===== config.mk =====
export PLATFORM = sky130hd
export DESIGN_NAME = calc_sequencer
export DESIGN_NICKNAME = d
export VERILOG_FILES = /design/src/rtl/calc_pkg.sv /design/src/rtl/calc_sequencer_btn_edge_arb.sv /design/src/rtl/calc_sequencer.sv
export SDC_FILE = /design/constraint.sdc
export NUM_CORES = 1
export LEC_CHECK = 0
export BUFFER_PORTS_ARGS = -buffer_cell sky130_fd_sc_hd__buf_2
export CAP_MARGIN = 20
export CORE_MARGIN = 2
export CORE_UTILIZATION = 30
export DETAILED_ROUTE_END_ITERATION = 16
export HOLD_SLACK_MARGIN = 0.15
export PLACE_DENSITY = 0.61
export SLEW_MARGIN = 30
export SYNTH_ARGS = -nofsm -noshare
export SYNTH_HDL_FRONTEND = slang
export SYNTH_SLANG_ARGS = --single-unit

===== constraint.sdc =====
create_clock -name clk -period 2.6 [get_ports clk]
set_clock_uncertainty 0.2 [all_clocks]
set_input_delay 0.13 -clock clk [delete_from_list [all_inputs] [get_ports clk]]
set_output_delay 0.13 -clock clk [all_outputs]
set_load 0.01 [all_outputs]

===== src/rtl/calc_pkg.sv =====
// calc_pkg: shared FSM state, op encodings and width defaults for the calculator sequencer
package calc_pkg;
  localparam int DATA_W_DEF = 32;
  localparam int SW_W_DEF = 16;
  localparam logic [3:0] OP_ADD = 4'b0001;
  localparam logic [3:0] OP_SUB = 4'b0010;
  localparam logic [3:0] OP_AND = 4'b0100;
  localparam logic [3:0] OP_OR  = 4'b1000;
  typedef enum logic [2:0] {S_IDLE, S_PUSH, S_POP1, S_POP2, S_CAP, S_EXEC, S_WB, S_ERR} state_t;
endpackage


===== src/rtl/calc_sequencer_btn_edge_arb.sv =====
// btn_edge_arb: rising-edge detect on debounced buttons, lowest index wins, all edges dropped while busy
module btn_edge_arb #(
  parameter int N = 5
) (
  input  logic         clk,
  input  logic         rst,
  input  logic [N-1:0] i_btn,
  input  logic         i_busy,
  output logic         o_valid,
  output logic [N-1:0] o_cmd
);
  logic [N-1:0] r_prev, w_rise;
  always_ff @(posedge clk) r_prev <= rst ? '0 : i_btn;
  always_comb begin
    w_rise = i_btn & ~r_prev;
    o_cmd = i_busy ? '0 : w_rise & (~w_rise + N'(1));
    o_valid = |o_cmd;
  end
endmodule


===== src/rtl/calc_sequencer.sv =====
// calc_sequencer: turns button edges into push/pop/exec/write-back sequences for the stack/queue calculator
module calc_sequencer
  import calc_pkg::*;
#(
  parameter int DATA_W = DATA_W_DEF,
  parameter int SW_W = SW_W_DEF,
  parameter int CNT_W = 4
) (
  input  logic              clk,
  input  logic              rst,
  input  logic [4:0]        btn_db,
  input  logic              stack_queue,
  input  logic [SW_W-1:0]   switches,
  input  logic [CNT_W-1:0]  mem_count,
  input  logic              mem_full,
  input  logic [DATA_W-1:0] mem_rdata,
  output logic              mem_push,
  output logic              mem_pop,
  output logic [DATA_W-1:0] mem_wdata,
  output logic [DATA_W-1:0] alu_a,
  output logic [DATA_W-1:0] alu_b,
  output logic [3:0]        alu_op,
  input  logic [DATA_W-1:0] alu_y,
  output logic [DATA_W-1:0] disp_val,
  output logic              busy,
  output logic              err_under,
  output logic              err_over
);
  state_t r_state, w_next;
  logic w_valid;
  logic [4:0] w_cmd;
  logic [DATA_W-1:0] r_p1, r_a, r_b, r_disp, w_sw;
  logic [3:0] r_op;
  logic r_stack, r_err_under, r_err_over;
  assign w_sw = {{(DATA_W-SW_W){1'b0}}, switches};
  assign busy = r_state != S_IDLE;
  assign alu_a = r_a;
  assign alu_b = r_b;
  assign disp_val = r_disp;
  assign err_under = r_err_under;
  assign err_over = r_err_over;
  btn_edge_arb #(.N(5)) u_arb (
    .clk(clk), .rst(rst), .i_btn(btn_db), .i_busy(busy), .o_valid(w_valid), .o_cmd(w_cmd)
  );
  always_comb begin
    w_next = r_state;
    case (r_state)
      S_IDLE: w_next = !w_valid ? S_IDLE : w_cmd[0] ? (mem_full ? S_ERR : S_PUSH)
                     : (mem_count < CNT_W'(2) ? S_ERR : S_POP1);
      S_POP1: w_next = S_POP2;
      S_POP2: w_next = S_CAP;
      S_CAP: w_next = S_EXEC;
      S_EXEC: w_next = S_WB;
      default: w_next = S_IDLE;
    endcase
    mem_push = r_state == S_PUSH || r_state == S_WB;
    mem_pop = r_state == S_POP1 || r_state == S_POP2;
    mem_wdata = r_state == S_PUSH ? w_sw : r_state == S_WB ? alu_y : '0;
    alu_op = (r_state == S_EXEC || r_state == S_WB) ? r_op : '0;
  end
  always_ff @(posedge clk) begin
    if (rst) begin
      r_state <= S_IDLE;
      r_p1 <= '0;
      r_a <= '0;
      r_b <= '0;
      r_disp <= '0;
      r_op <= '0;
      r_stack <= 1'b0;
      r_err_under <= 1'b0;
      r_err_over <= 1'b0;
    end else begin
      r_state <= w_next;
      if (r_state == S_IDLE && w_valid) begin
        r_op <= w_cmd[4:1];
        r_stack <= stack_queue;
        r_err_over <= w_next == S_ERR ? r_err_over | w_cmd[0] : 1'b0;
        r_err_under <= w_next == S_ERR ? r_err_under | ~w_cmd[0] : 1'b0;
      end
      if (r_state == S_POP2) r_p1 <= mem_rdata;
      if (r_state == S_CAP) begin
        r_a <= r_stack ? mem_rdata : r_p1;
        r_b <= r_stack ? r_p1 : mem_rdata;
      end
      if (mem_push) r_disp <= mem_wdata;
    end
  end
endmodule


==> results by group <==
STA
  – Worst hold slack: between 200 and 250 ps
  – Final period util: 94.1%
  – Tmin final: approximately 2400 ps
  – Final Hold Viols: 0
  – Final setup TNS: 0 ps
  – Slew @ Worst Pin: 543 ps
  – RSZ-0062 raised after global routing: false
  – Max_slew headroom: 63.7%
  – F_max: slightly above 400 MHz
  – Final setup viols: 0
  – Slew Limit Fails: 0

Routing
  – Vias per inst: 4.62
  – Post-DRT Antenna Nets: 0
  – Drt first pass iters: 4
  – # DRC: 0
  – Wirelength per Cell: 13.8 um
  – Met2 wire length: 7960 um
  – WL final: 17000 um
  – Via count: 5699
  – DR top layer: met4
  – Iter 0 DRT Violations: 206
  – M1 WL: 7630 um
  – DR WL met3: 953 um

Cells and area
  – # nets final: about 1000
  – Fillers: 1916
  – Reg area: roughly 0.0029 mm2
  – Most frequent cells in the layout: buf_2 (227), dfxtp_1 (139), nor2_1 (101)
  – Layout cell share with drive strength beyond 1: 29.8%
  – Antenna fix cells: 0
  – Multi-input logic area: 0.00273 mm2
  – Most common cell after layout, fill and taps aside: buf_2
  – Area grow syn2layout: 51.4%
  – Layout Utilization: 45.9%

Worst setup path
  – Critical path arrival: roughly 2600 ps
  – Worst setup EP type: flip-flop
  – Startpoint types: flip-flop
  – Critical setup path kind: reg2reg
  – CP required: 2760 ps
  – Crit Path Max Fanout: 24

Power
  – Int Pwr: between 0.005 and 0.006 W
  – Seq pwr share: a little under two fifths
  – Sw Share: 32.7%
  – Gate power share: 29.3%
  – Clock power frac: 33.3%
  – Power Density: about 850 mW/mm2
  – Sw Pwr: ~0.0025 W
  – Max IR drop VDD: 0.402 mV
  – Pleak: 3.84 nW

Synth
  – Area leader, netlist: dfxtp_1
  – Mapped Cells: about 650
  – Mapped Area: 0.00584 mm2
  – Seq cells post-synth: between 100 and 150
  – Yosys warnings: 0
  – Yosys cell types: 38
  – Post-Syn Nets: 744
  – Share of the synthesized area in the top cell type: around 49%
  – Synth area leaders: dfxtp_1 (49%), mux2i_1 (11%), a211oi_1 (8.4%), nor2_1 (6.6%), a21oi_1 (5.9%)
  – Mapped Avg Cell Area: 8.97 um2
  – Register area share after synthesis: 49.0%

Floorplanning
  – Row cnt: 51
  – Die ar.: 0.0206 mm2
  – Ports: 230
  – Die height: 144 um
  – Die Wd: 144 um
  – Core ar.: 0.0193 mm2
  – Starting Density: between 30% and 40%

GRT
  – Vias in the first global route: 5416
  – GRT overflow: 0
  – Total track usage: 16.5%
  – Global-route wire length before repair: 26800 um
  – Largest net degree at the start of global routing: between 60 and 70
  – Initial antenna violation count: 0

Run status
  – Status: finished clean

Placed design
  – GPL Wtd Cong: 0.787
  – HPWL Detailed: 10500 um
  – Port Buffers: 228

Clock tree
  – Clk Latency, worst-skew pair: 420 ps
  – Clock tree sinks: 143
  – Clock transition at path regs: 70 ps
  – TritonCTS Buffers: 17
  – Setup bufs post-CTS: 0
  – Root Buffer: clkbuf_16
  – CTS max path bufs: 2
  – TritonCTS clock tree: done
  – CTS H-tree depth: 4

Worst hold path
  – HP Class: reg2reg

Run
  – Maximum Capacitance Violations: 0
## registers in the layout, summed over array words and instances (netlist names)
signal	flops
disp_val	32
u_arb.r_prev	5
alu_b	32
err_under	1
alu_a	32
r_op	4
r_stack	1
r_state	3
r_p1	32
err_over	1
## critical path, stage by stage, from the launching register on
cell           delay, ps
dfxtp_2              470
and3b_1              360
buf_4                310
a22o_1               270
dlygate4sd3_1        630
a21oi_1               50
nor2_1                80
## synth_stat cells (all sizes together)
master and number:
a211o 1, a211oi 65, a21oi 69, a221oi 1, a22o 16, a311oi 1
a31o 1, a32o 2, and2 16, and3 5, and3b 1, buf 21
clkbuf 36, dfxtp 143, inv 4, mux2i 65, nand2 68, nand2b 3
nand3b 2, nor2 103, nor2b 10, nor3 3, nor3b 2, nor4 1
nor4b 1, o211ai 2, o21a 1, o21ai 3, o22ai 1, or2 1
or3 1, or4 1, xor2 1
## layer usage
layer,vias up,global-route usage (%)
li1,2887,-
met1,2594,20.2
met2,189,27.3
met3,29,4.23
met4,0,7.02
met5,-,0
## power groups by stage
stage	combinational, W	clock, W	sequential (W)
floorplan	0.00125	0	0.00290
global placement	0.00203	0	0.00285
detailed placement	0.00204	0	0.00286
CTS	0.00221	0.00258	0.00282
global route	0.00245	0.00268	0.00287
finish	0.00220	0.00250	0.00282
## final timing paths
| path | from | end | slack, ps | cells past startpoint |
|---|---|---|---|---|
| max | r_state[2] | disp_val[0] | 150 | 6 |
| min | r_op[2] | r_op[2] | 250 | 2 |
| max reg2reg | r_state[2] | disp_val[0] | 150 | 6 |
| min reg2reg | r_op[2] | r_op[2] | 250 | 2 |
## stage by stage
step	std cells	worst slack (ps)	area, um2	total power (W)
floorplan	651	743	5840	0.00415
global placement	1101	558	7240	0.00488
detailed placement	1101	557	7240	0.00490
CTS	1233	22.0	8840	0.00761
global route	1233	49.0	8840	0.00800
finish	1233	153	8840	0.00752
## layout make-up
cell class	instances	area share, %
multi-input combinational	447	30.8
clock inverter	13	1.68
inverter	4	0.170
sequential	143	32.5
clock buffer	19	5.12
timing repair buffer	342	26.0
tap	265	3.75
## logic make-up after synthesis
kind of cell | count (synthesis) | share of synthesized area [%]
multiplexers | 65 | 11.1
AO/OA/AOI/OAI | 163 | 18.6
flip-flops | 143 | 49.0
AND/OR/NAND/NOR | 218 | 16.6
XOR/XNOR | 1 | 0.150
buffers and inverters | 61 | 4.48
## what timing repair did
action                     in CTS  in global routing
hold endpoints to repair      143                  0
setup endpoints to repair       0                 10
hold buffers                  100                  0
gates resized for setup         0                  3
No activity file was read; power rests on OpenSTA's default activity.
